==> src/rtl/wb_writer_pkg.sv <==
// Shared constants and entry type for the write-back commit buffer and the register file.
`ifndef WB_DEFINES_SVH
`define WB_DEFINES_SVH
`define Enable   1'b1
`define Disable  1'b0
`define ZeroWord 32'h0000_0000
`endif

package wb_writer_pkg;

  localparam int REG_ADDR_W = 5;
  localparam int WORD_W     = 32;

  localparam logic                ENABLE    = `Enable;
  localparam logic                DISABLE   = `Disable;
  localparam logic [WORD_W-1:0]   ZERO_WORD = `ZeroWord;

  typedef struct packed {
    logic [REG_ADDR_W-1:0] rd;
    logic [WORD_W-1:0]     data;
  } wb_entry_t;

endpackage

==> src/rtl/wb_fwd_match.sv <==
// Youngest-first search of the pending write-back entries for one ID read address.
module wb_fwd_match
  import wb_writer_pkg::*;
#(
  parameter int DEPTH = 4,
  parameter int AW    = $clog2(DEPTH)
) (
  input  wb_entry_t [DEPTH-1:0]  entries,
  input  logic [DEPTH-1:0]       valid,
  input  logic [AW-1:0]          head,
  input  logic [REG_ADDR_W-1:0]  raddr,
  output logic                   hit,
  output logic [WORD_W-1:0]      data
);

  // Walk oldest to youngest so a later (younger) match overrides an earlier one.
  always_comb begin
    hit  = DISABLE;
    data = ZERO_WORD;
    for (int k = 0; k < DEPTH; k++) begin
      automatic logic [AW-1:0] idx = head + AW'(k);
      if (valid[idx] && (raddr != '0) && (entries[idx].rd == raddr)) begin
        hit  = ENABLE;
        data = entries[idx].data;
      end
    end
  end

endmodule

==> src/rtl/wb_writer.sv <==
// In-order commit buffer owning the register-file write port, with per-port
// forwarding of pending results to ID.
module wb_writer
  import wb_writer_pkg::*;
#(
  parameter int DEPTH = 4,
  parameter int AW    = $clog2(DEPTH)
) (
  input  logic                   dclk,
  input  logic                   rst,
  input  logic                   rdy_in,
  input  logic                   valid_MEM_i,
  output logic                   ready_MEM_o,
  input  logic [REG_ADDR_W-1:0]  rd_MEM_i,
  input  logic [WORD_W-1:0]      data_MEM_i,
  output logic                   we_REG_o,
  output logic [REG_ADDR_W-1:0]  waddr_REG_o,
  output logic [WORD_W-1:0]      wdata_REG_o,
  input  logic [REG_ADDR_W-1:0]  raddr1_ID_i,
  output logic                   hit1_ID_o,
  output logic [WORD_W-1:0]      fdata1_ID_o,
  input  logic [REG_ADDR_W-1:0]  raddr2_ID_i,
  output logic                   hit2_ID_o,
  output logic [WORD_W-1:0]      fdata2_ID_o,
  output logic [AW:0]            count_o
);

  localparam logic [AW:0] FULL = (AW+1)'(DEPTH);

  wb_entry_t             mem [DEPTH];
  logic [AW-1:0]         head_reg;
  logic [AW-1:0]         tail_reg;
  logic [AW:0]           count_reg;

  logic                  pop;
  logic                  push;
  logic                  store;
  wb_entry_t [DEPTH-1:0] entries;
  logic [DEPTH-1:0]      valid;

  assign pop         = rdy_in && (count_reg != '0);
  // A full buffer still accepts when its head drains on the same edge.
  assign ready_MEM_o = !rst && rdy_in && ((count_reg < FULL) || pop);
  assign push        = valid_MEM_i && ready_MEM_o;
  // x0 results complete the handshake but are never queued.
  assign store       = push && (rd_MEM_i != '0);

  assign we_REG_o    = pop;
  assign waddr_REG_o = pop ? mem[head_reg].rd   : '0;
  assign wdata_REG_o = pop ? mem[head_reg].data : ZERO_WORD;
  assign count_o     = count_reg;

  // A slot is live when its distance from head is below the occupancy.
  for (genvar gi = 0; gi < DEPTH; gi++) begin : g_slot
    logic [AW-1:0] age;
    assign age         = AW'(gi) - head_reg;
    assign valid[gi]   = ({1'b0, age} < count_reg);
    assign entries[gi] = mem[gi];
  end

  always_ff @(posedge dclk or posedge rst) begin
    if (rst) begin
      head_reg  <= '0;
      tail_reg  <= '0;
      count_reg <= '0;
    end else if (rdy_in) begin
      if (pop)   head_reg <= head_reg + AW'(1);
      if (store) tail_reg <= tail_reg + AW'(1);
      case ({store, pop})
        2'b10:   count_reg <= count_reg + (AW+1)'(1);
        2'b01:   count_reg <= count_reg - (AW+1)'(1);
        default: count_reg <= count_reg;
      endcase
    end
  end

  always_ff @(posedge dclk) begin
    if (store) mem[tail_reg] <= {rd_MEM_i, data_MEM_i};
  end

  wb_fwd_match #(.DEPTH(DEPTH), .AW(AW)) u_fwd1 (
    .entries (entries),
    .valid   (valid),
    .head    (head_reg),
    .raddr   (raddr1_ID_i),
    .hit     (hit1_ID_o),
    .data    (fdata1_ID_o)
  );

  wb_fwd_match #(.DEPTH(DEPTH), .AW(AW)) u_fwd2 (
    .entries (entries),
    .valid   (valid),
    .head    (head_reg),
    .raddr   (raddr2_ID_i),
    .hit     (hit2_ID_o),
    .data    (fdata2_ID_o)
  );

endmodule
==> config.mk <==
export PLATFORM = sky130hd
export DESIGN_NAME = wb_writer
export DESIGN_NICKNAME = d
export VERILOG_FILES = /design/src/rtl/wb_writer_pkg.sv /design/src/rtl/wb_fwd_match.sv /design/src/rtl/wb_writer.sv
export SDC_FILE = /design/constraint.sdc
export NUM_CORES = 1
export LEC_CHECK = 0
export BUFFER_PORTS_ARGS = -buffer_cell sky130_fd_sc_hd__buf_2
export CORE_ASPECT_RATIO = 1.75
export CORE_UTILIZATION = 60
export CTS_CLUSTER_DIAMETER = 80
export CTS_CLUSTER_SIZE = 10
export DETAILED_ROUTE_END_ITERATION = 6
export MAX_ROUTING_LAYER = met4
export PLACE_DENSITY = 0.82
export REMOVE_ABC_BUFFERS = 1
export SYNTH_ARGS = -nofsm -noshare
export SYNTH_HDL_FRONTEND = slang
export SYNTH_SLANG_ARGS = --single-unit
export TNS_END_PERCENT = 100
==> constraint.sdc <==
create_clock -name dclk -period 6.06 [get_ports dclk]
set_clock_uncertainty 0.15 [all_clocks]
set_input_delay 0.303 -clock dclk [delete_from_list [all_inputs] [get_ports dclk]]
set_output_delay 0.303 -clock dclk [all_outputs]
set_load 0.05 [all_outputs]
# Word-level counts from Yosys, hierarchy flattened

Memories as Yosys holds them, arrays and structs flattened.
Cells that the tools add are included.

Multiplexer cells: 37
Equal/unequal tests: 10
$lt $le $gt $ge: 9
Add/sub/neg operators: 10
Reductions and logical operators: 31

Operators with widths:

| operator                                                                     | count |
|---|---|
| 37-bit binary-select mux with 2-bit select                                   | 4 |
| 32-bit 2-to-1 mux                                                            | 9 |
| 37-bit 2-to-1 mux                                                            | 4 |
| 5-bit equality test                                                          | 8 |
| 1-bit logical AND                                                            | 21 |
| 5-bit nonzero test                                                           | 3 |
| 1-bit 2-to-1 mux                                                             | 14 |
| 2-bit by 3-bit less-than comparator with 1-bit output                        | 4 |
| 2-bit by 3-bit less-than comparator with 1-bit output, second input constant | 4 |
| 1-bit binary-select mux with 2-bit select                                    | 4 |
| 3-bit one-hot mux with 2 select lines                                        | 1 |
| 2-bit AND reduction                                                          | 3 |
| 5-bit 2-to-1 mux                                                             | 1 |
| 2-bit by 1-bit adder with 2-bit output, second input constant                | 2 |
| 2-bit adder, second input constant                                           | 2 |
| 1-bit by 2-bit subtractor with 2-bit output, first input constant            | 2 |
| 2-bit subtractor, first input constant                                       | 2 |
| 3-bit by 1-bit adder with 3-bit output, second input constant                | 1 |
| 3-bit less-than comparator, second input constant                            | 1 |
| 3-bit nonzero test                                                           | 1 |
| 3-bit by 1-bit subtractor with 3-bit output, second input constant           | 1 |
| 2-bit by 1-bit equality test with 1-bit output, second input constant        | 1 |
| 2-bit equality test, second input constant                                   | 1 |
| 2-bit nonzero test                                                           | 1 |
| 2 further kinds                                                              | 2 |

Memory bits (writable): 148
Register bits after elaboration: 7
Word-level logic and storage cells: 101
Input port bits: 51
Memories kept: 1

Memories:

| name | depth | width | rd ports | clocked after Yosys merged registers in | write ports | RTL line        | RTL |
|---|---|---|---|---|---|---|---|
| mem  | 4     | 37    | 5        | 0                                       | 1           | wb_writer.sv:30 | `wb_entry_t mem [DEPTH];` |

# Depth between registers and ports, before layout

Gate-level depths: netlist (run 1).

Depth in word-level cells: 10
Mapped depth: 19
Depth with buffers taken out: 10

# Hierarchy

A second synthesis (run 1) with hierarchy kept.

Cells, all modules: 1570
Area, all modules: 14537.7 sq um

Modules (own cells, without submodules):

| module       | area an instance (sq um) | cells each | times used | seq. area each (sq um) |
|---|---|---|---|---|
| wb_fwd_match | 4190.3                   | 639        | 2          | 0.0 |
| wb_writer    | 6157.2                   | 292        | 1          | 4619.4 |

# Worst setup path after synthesis (run 1)

Ideal clock, no wire load.

Path type: reg-to-output
Start: reg head_reg[1]
End: out fdata2_ID_o[30]
Setup slack: 0.929 ns
Stages on the path, launching flop included: 17
Arrival time: 4.678 ns
Path through: dfrtp_1 -> buf_4 -> buf_2 -> buf_2 -> clkbuf_1 -> buf_2 -> xnor2_1 -> inv_1 -> ha_1 -> or3_1 -> o311a_1 -> o21ai_1 -> o211a_1 -> buf_2 -> buf_2 -> a211oi_1 -> a211oi_1

Longest elaborated chain between the ends: 10

RTL lines:

| element                                                                                | RTL line           | RTL |
|---|---|---|
| start: declaration                                                                     | wb_writer.sv:31    | `logic [AW-1:0] head_reg;` |
| start signal: assignment                                                               | wb_writer.sv:67    | `if (pop) head_reg <= head_reg + AW'(1);` |
| 1-bit by 2-bit subtractor with 2-bit output / 2-bit subtractor (equally long branches) | wb_writer.sv:56    | `assign age = AW'(gi) - head_reg;` |
| 2-bit by 3-bit less-than comparator with 1-bit output                                  | wb_writer.sv:57    | `assign valid[gi] = ({1'b0, age} < count_reg);` |
| 1-bit binary-select mux with 2-bit select                                              | wb_fwd_match.sv:22 | `if (valid[idx] && (raddr != '0) && (entries[idx].rd == raddr)) begin` |
| 1-bit 2-to-1 mux (implied by the code)                                                 | wb_fwd_match.sv:22 |  |
| 1-bit logical AND (2 in a row)                                                         | wb_fwd_match.sv:22 |  |
| 32-bit 2-to-1 mux (3 in a row)                                                         | wb_fwd_match.sv:22 |  |
| 32-bit 2-to-1 mux (*)                                                                  | wb_fwd_match.sv:22 |  |
| end: declaration                                                                       | wb_writer.sv:24    | `output logic [WORD_W-1:0] fdata2_ID_o,` |

Mark *: on every way between the ends. The rest lies on a longest branch, timed or not. The select of a mux whose other input is x is not followed.

# Final worst setup path (run 1)

Start: reg head_reg[1]
End: out fdata1_ID_o[5]

Longest elaborated chain between the ends: 10

RTL lines:

| element                                                                                | RTL line           | RTL |
|---|---|---|
| 1-bit by 2-bit subtractor with 2-bit output / 2-bit subtractor (equally long branches) | wb_writer.sv:56    |  |
| 2-bit by 3-bit less-than comparator with 1-bit output                                  | wb_writer.sv:57    |  |
| 1-bit binary-select mux with 2-bit select                                              | wb_fwd_match.sv:22 |  |
| 1-bit 2-to-1 mux (implied by the code)                                                 | wb_fwd_match.sv:22 |  |
| 1-bit logical AND (2 in a row)                                                         | wb_fwd_match.sv:22 |  |
| 32-bit 2-to-1 mux (3 in a row)                                                         | wb_fwd_match.sv:22 |  |
| 32-bit 2-to-1 mux (*)                                                                  | wb_fwd_match.sv:22 |  |
| end: declaration                                                                       | wb_writer.sv:21    | `output logic [WORD_W-1:0] fdata1_ID_o,` |

Marks and branches as above.

==> impl_metrics.ini, run 1 <==
[clocking]
tritoncts = yes
path_clk_slew_ns = 0.07
cts_root_buffer = clkbuf_16
clock-sinks = 155
numCtsBuffers = 17
h-tree-depth = 4
clockBufferDepth = 2
worstSkewPairLatency_ns = 0.43
cts_setup_buffers = 0

[worst_setup_path]
cp-start-kind = flop
crit_chain = buf_4 -> ha_1 -> a221oi_2 -> o32ai_4 -> or3_2 -> a311oi_2 -> o31ai_2 -> buf_2
path_class = reg2out
slowest_delay_ns = 0.97
cp.arrival_ns = 4.90
crit_fanout = 48
cp_data_required_time_ns = 5.61
cpMaxStageDelayCell = or3_2
cp-end-kind = output pin

[die]
io_pins = 159
start_util_pct = 61.2
row_count = 70
core-area_um2 = 20900
die_w_um = 112
dieArea_um2 = 21900
dieHeight_um = 195

[finish]
largest_reg_flops = 148
final_util_pct = 69.3
stdcell_count = 1388
multi_input_area_um2 = 7540
syn2layout_area_growth_pct = 13.4
fill_cells = 1418
layout-drive-gt1-share_pct = 40.8
seq_area_um2 = 4630
regMostFlops = mem
fin_nets = 1184

[synth]
synth_cell_types = 58
ys_warn_count = 0
syn_inst = 1000
synth-seq-area-share_pct = 36.1
synth_edf_count = 148
synthTopCellsByArea = edfxtp_1 35%, mux4_2 23%, mux2i_1 3.6%
syn-cell-area_um2 = 12800
synth-seq-cells = 155
yosys.area.top_type = edfxtp_1
yosysTopAreaCellShare_pct = 34.7
async_flop_share_pct = 4.52
synth_area_per_cell_um2 = 12.8
yosys_most_used_dff = edfxtp_1

[placed_design]
hpwl_um = 23700
place_congestion = 0.882
io_buffers = 158
placed_cells = 1318

[global_route]
grt_first_pass_wirelength_um = 59400
track_usage_pct = 37.1
gr-usage-met2_pct = 60.9
top_usage_layer = met2
grt_antenna_before_repair = 1
grt_util_met3_pct = 6.49
met1_usage_pct = 42.9
grt_overflow = 0
grt_pass1_vias = 10800
grt_max_degree = 73

[routing]
vias_per_cell = 7.69
post_drt_wl_per_cell_um = 27.7
ant_nets = 0
wl_um = 38400
drcViolationCount = 1
drt_iter0_markers = 1578
first_pass_iters = 7
via_count = 10700

[sta]
rsz0062_at_grt = false
period_minus_slack_ns = 5.36
max_freq_mhz = 187
hold_viol = 0
finalMaxSlewViolations = 0
max_slew_margin_pct = 21.1
setup_viol = 0
worst_slew_pin_slew_ns = 1.18
period_share_pct = 88.4

[power_and_ir_drop]
power_leakage_nw = 5.15
ir_drop_mv = 0.449
power_density_nw_per_um2 = 537

[flow_run]
max-cap-violations = 0

[outcome]
outcome = finished with violations
violations = DRC

[worst_hold_path]
hold_class = in2reg
[synthesized netlist by cell type, types with 6 or more instances]
cell and instances:
edfxtp_1 148, mux4_2 133, nor3_1 69, nand3_1 63
clkbuf_1 55, mux2i_1 46, and2_1 45, xnor2_1 41
buf_2 40, nor2_1 40, a211oi_1 37, a211oi_2 33
a311oi_2 28, nor4b_1 28, o31ai_2 24, nand2_1 16
buf_6 15, a21oi_1 13, inv_1 13, nor4_1 10
ha_1 9, o31ai_1 8, dfrtp_1 7, xor2_1 7
buf_4 6
[worst max-delay path, delay by kind of cell, from the launching register on]
family                   cells  cell delay, ns
AO/OA/AOI/OAI                4            1.27
buffers and inverters        2            1.01
AND/OR/NAND/NOR              1            0.97
flip-flops                   1            0.84
adder cells (fa/ha/maj)      1            0.31
[cells by family after synthesis]
family | count (synthesis) | share of synthesized area (%)
and+or+nand+nor | 295 | 12.8
muxes | 183 | 27.3
buffers and inverters | 137 | 5.55
xor gates and xnor gates | 49 | 3.41
DFF | 155 | 36.1
adders and majority gates | 10 | 1.04
AOI/OAI and AO/OA | 171 | 13.8
[area by class of cell]
cell class | instances | share of cell area, %
tap | 252 | 2.17
clock buffer | 18 | 2.96
timing repair buffer | 226 | 9.62
multi-input combinational | 708 | 52.0
sequential | 155 | 31.9
clock inverter | 13 | 0.992
antenna | 1 | 0.0172
inverter | 15 | 0.388
[metal layers]
metal  vias up  wire [um]  share of wire, %
met5         -          0                 0
met4         0       2320               6.0
met3       235       4360                11
met2       911      19400                50
met1      5180      12400                32
li1       4341          -                 -
[report_power, final]
group,internal [mW],total (mW),switching [mW]
clock network,0.606,1.04,0.435
registers,1.26,1.44,0.186
logic,1.85,5.31,3.46
total,3.72,7.80,4.08
[per-stage QoR]
step | hold WS [ns] | cell area, um^2 | power (mW) | setup WS (ns) | TNS [ns]
finish | 0.120 | 14500 | 7.80 | 0.703 | 0
detailed placement | 0.130 | 13600 | 6.62 | 1.33 | 0
global route | 0.123 | 14500 | 8.07 | 0.552 | 0
floorplan | -0.0436 | 12100 | 5.67 | -5.23 | -349.51
CTS | 0.105 | 14500 | 7.70 | 0.850 | 0
global placement | 0.121 | 13600 | 6.54 | 1.37 | 0
[path summary, 6_finish.rpt]
kind / cells after the start / end / slack (ns) / start
min in group asynchronous: 3 / head_reg[1] / 0.22 / rst
setup / recovery: 8 / fdata1_ID_o[5] / 0.70 / head_reg[1]
setup reg to reg: 8 / count_o[2] / 3.20 / count_o[0]
max in group asynchronous: 3 / head_reg[0] / 5.27 / rst
hold / removal: 3 / count_o[0] / 0.12 / rdy_in
hold reg to reg: 2 / count_o[1] / 0.44 / count_o[1]
[timing repair]
item / in CTS / in global routing
gates resized for setup: 0 / 0
hold buffers: 38 / 0
endpoints found under the hold margin: 155 / 0
setup endpoints to repair: 0 / 0
[placed cells by master, fill, tap and decap left out, drive strengths merged, types with 31 or more instances in the layout]
master	count
mux2i	46
a311oi	31
xnor2	42
nor3	71
nor2	40
nand3	63
and2	46
buf	188
edfxtp	148
mux4	133
a211oi	70
dlygate4sd3	38
o31ai	32
No activity file was read; power rests on OpenSTA's default activity.
==> run 2, diff against run 1 <==
clock period = 6.1 ns   (was 6.06 ns; I/O delays follow)
==> run 2 against run 1 <==
Net effect: the flow now finishes without violations; routed wire length fell by 0.96%; clock-buffer cell count did not move; critical path depth fell by 1; non-clock buffer count fell by 2; highest routed layer unchanged.
==> impl_metrics.ini, run 2 (synthesis results as in run 1) <==
[finish]
fin_nets = 1182
largest_reg_flops = 148
seq_area_um2 = 4630
layout_commonest_cell = buf_2
layout-drive-gt1-share_pct = 40.7
regMostFlops = mem
multi_input_area_um2 = 7540
final_util_pct = 69.3
final_cell_area_um2 = 14500
fill_cells = 1424
stdcell_count = 1387
layout_common_cells = 158 x buf_2, 148 x edfxtp_1, 133 x mux4_2
syn2layout_area_growth_pct = 13.3

[die]
start_util_pct = 61.2
die_w_um = 112
dieArea_um2 = 21900
dieHeight_um = 195
row_count = 70
core-area_um2 = 20900
io_pins = 159

[flow_run]
max-cap-violations = 0

[worst_hold_path]
hold_class = in2reg

[worst_setup_path]
cp_data_required_time_ns = 5.64
crit_chain = buf_4 -> nor3_1 -> o32ai_4 -> or3_2 -> a311oi_2 -> o31ai_1 -> buf_2
crit_fanout = 51
slowest_delay_ns = 0.96
cp.arrival_ns = 4.98
cp-start-kind = flop
cp-end-kind = output pin
cpMaxStageDelayCell = or3_2
path_class = reg2out

[clocking]
worstSkewPairLatency_ns = 0.43
clockBufferDepth = 2
cts_root_buffer = clkbuf_16
path_clk_slew_ns = 0.07
clock-sinks = 155
tritoncts = yes
h-tree-depth = 4
numCtsBuffers = 17

[global_route]
grt_pass1_vias = 10800
grt_first_pass_wirelength_um = 58900
grt_max_degree = 70
grt_antenna_before_repair = 1
grt_overflow = 0
track_usage_pct = 36.7

[placed_design]
dp_slack_ns = 1.30
placed_cells = 1316
place_congestion = 0.877
io_buffers = 158
placed_cell_area_um2 = 13600
hpwl_um = 23000

[sta]
finalMaxSlewViolations = 0
max_freq_mhz = 184
worst_slew_pin_slew_ns = 1.21
final.setup.worst_slack_ns = 0.663
max_slew_margin_pct = 19.4
hold_viol = 0
worst_hold_slack_ns = 0.108
period_minus_slack_ns = 5.44
fin_setup_tns_ns = 0
setup_viol = 0
period_share_pct = 89.1
rsz0062_at_grt = false

[power_and_ir_drop]
power_density_nw_per_um2 = 534
power_leakage_nw = 5.14
ir_drop_mv = 0.373
p_total_mw = 7.74

[routing]
first_pass_iters = 6
vias_per_cell = 7.68
ant_nets = 0
drcViolationCount = 0
drt_iter0_markers = 1365
via_count = 10600
wl_um = 38100
post_drt_wl_per_cell_um = 27.5

[outcome]
outcome = complete, no violations
-- run 2: cell types whose count changed in the layout (fill, tap and decap cells not counted), moves of 2 or more --
cell	delta
clkinvlp_4	+2
inv_8	+2
clkinv_4	-2
buf_4	-3
-- run 2: worst paths after layout --
path,startpoint,endpoint,slack [ns],cells past startpoint
max reg2reg,count_o[0],count_o[1],3.84,6
min reg2reg,count_o[1],count_o[1],0.46,2
min,rdy_in,count_o[0],0.11,3
max,head_reg[1],fdata1_ID_o[19],0.66,7
max in group asynchronous,rst,head_reg[1],5.30,3
min in group asynchronous,rst,head_reg[0],0.23,3
-- run 2: final cells by class --
cell class              count  share of cell area, %
diodes                      1                 0.0173
clock buffers              18                   2.96
clock inverters            14                  0.949
inverters                  15                  0.388
multi-input cells         708                   52.0
flip-flops and latches    155                   31.9
well taps                 252                   2.17
repair buffers            224                   9.61
-- run 2: layer usage --
layer | track usage, % | part of all wire, %
met4 | 23.1 | 6.3
met3 | 7.60 | 12
met2 | 59.8 | 50
met5 | - | 0
met1 | 41.3 | 31
-- run 2: worst max-delay path: cells and delay by family (launching register included) --
kind	cells	cell delay, ns
AO/OA/AOI/OAI	3	1.45
buffers and inverters	2	0.99
AND/OR/NAND/NOR	2	1.15
flip-flops	1	0.88
-- run 2: what timing repair did --
| action | in CTS | in global routing |
|---|---|---|
| resized for setup | 0 | 0 |
| hold buffers | 38 | 0 |
| endpoints found under the hold margin | 155 | 0 |
| buffers inserted | 0 | 0 |
-- run 2: where the power goes --
part	switching (mW)	internal, mW	total, mW
clock	0.456	0.570	1.03
combinational	3.46	1.83	5.29
sequential	0.181	1.25	1.43
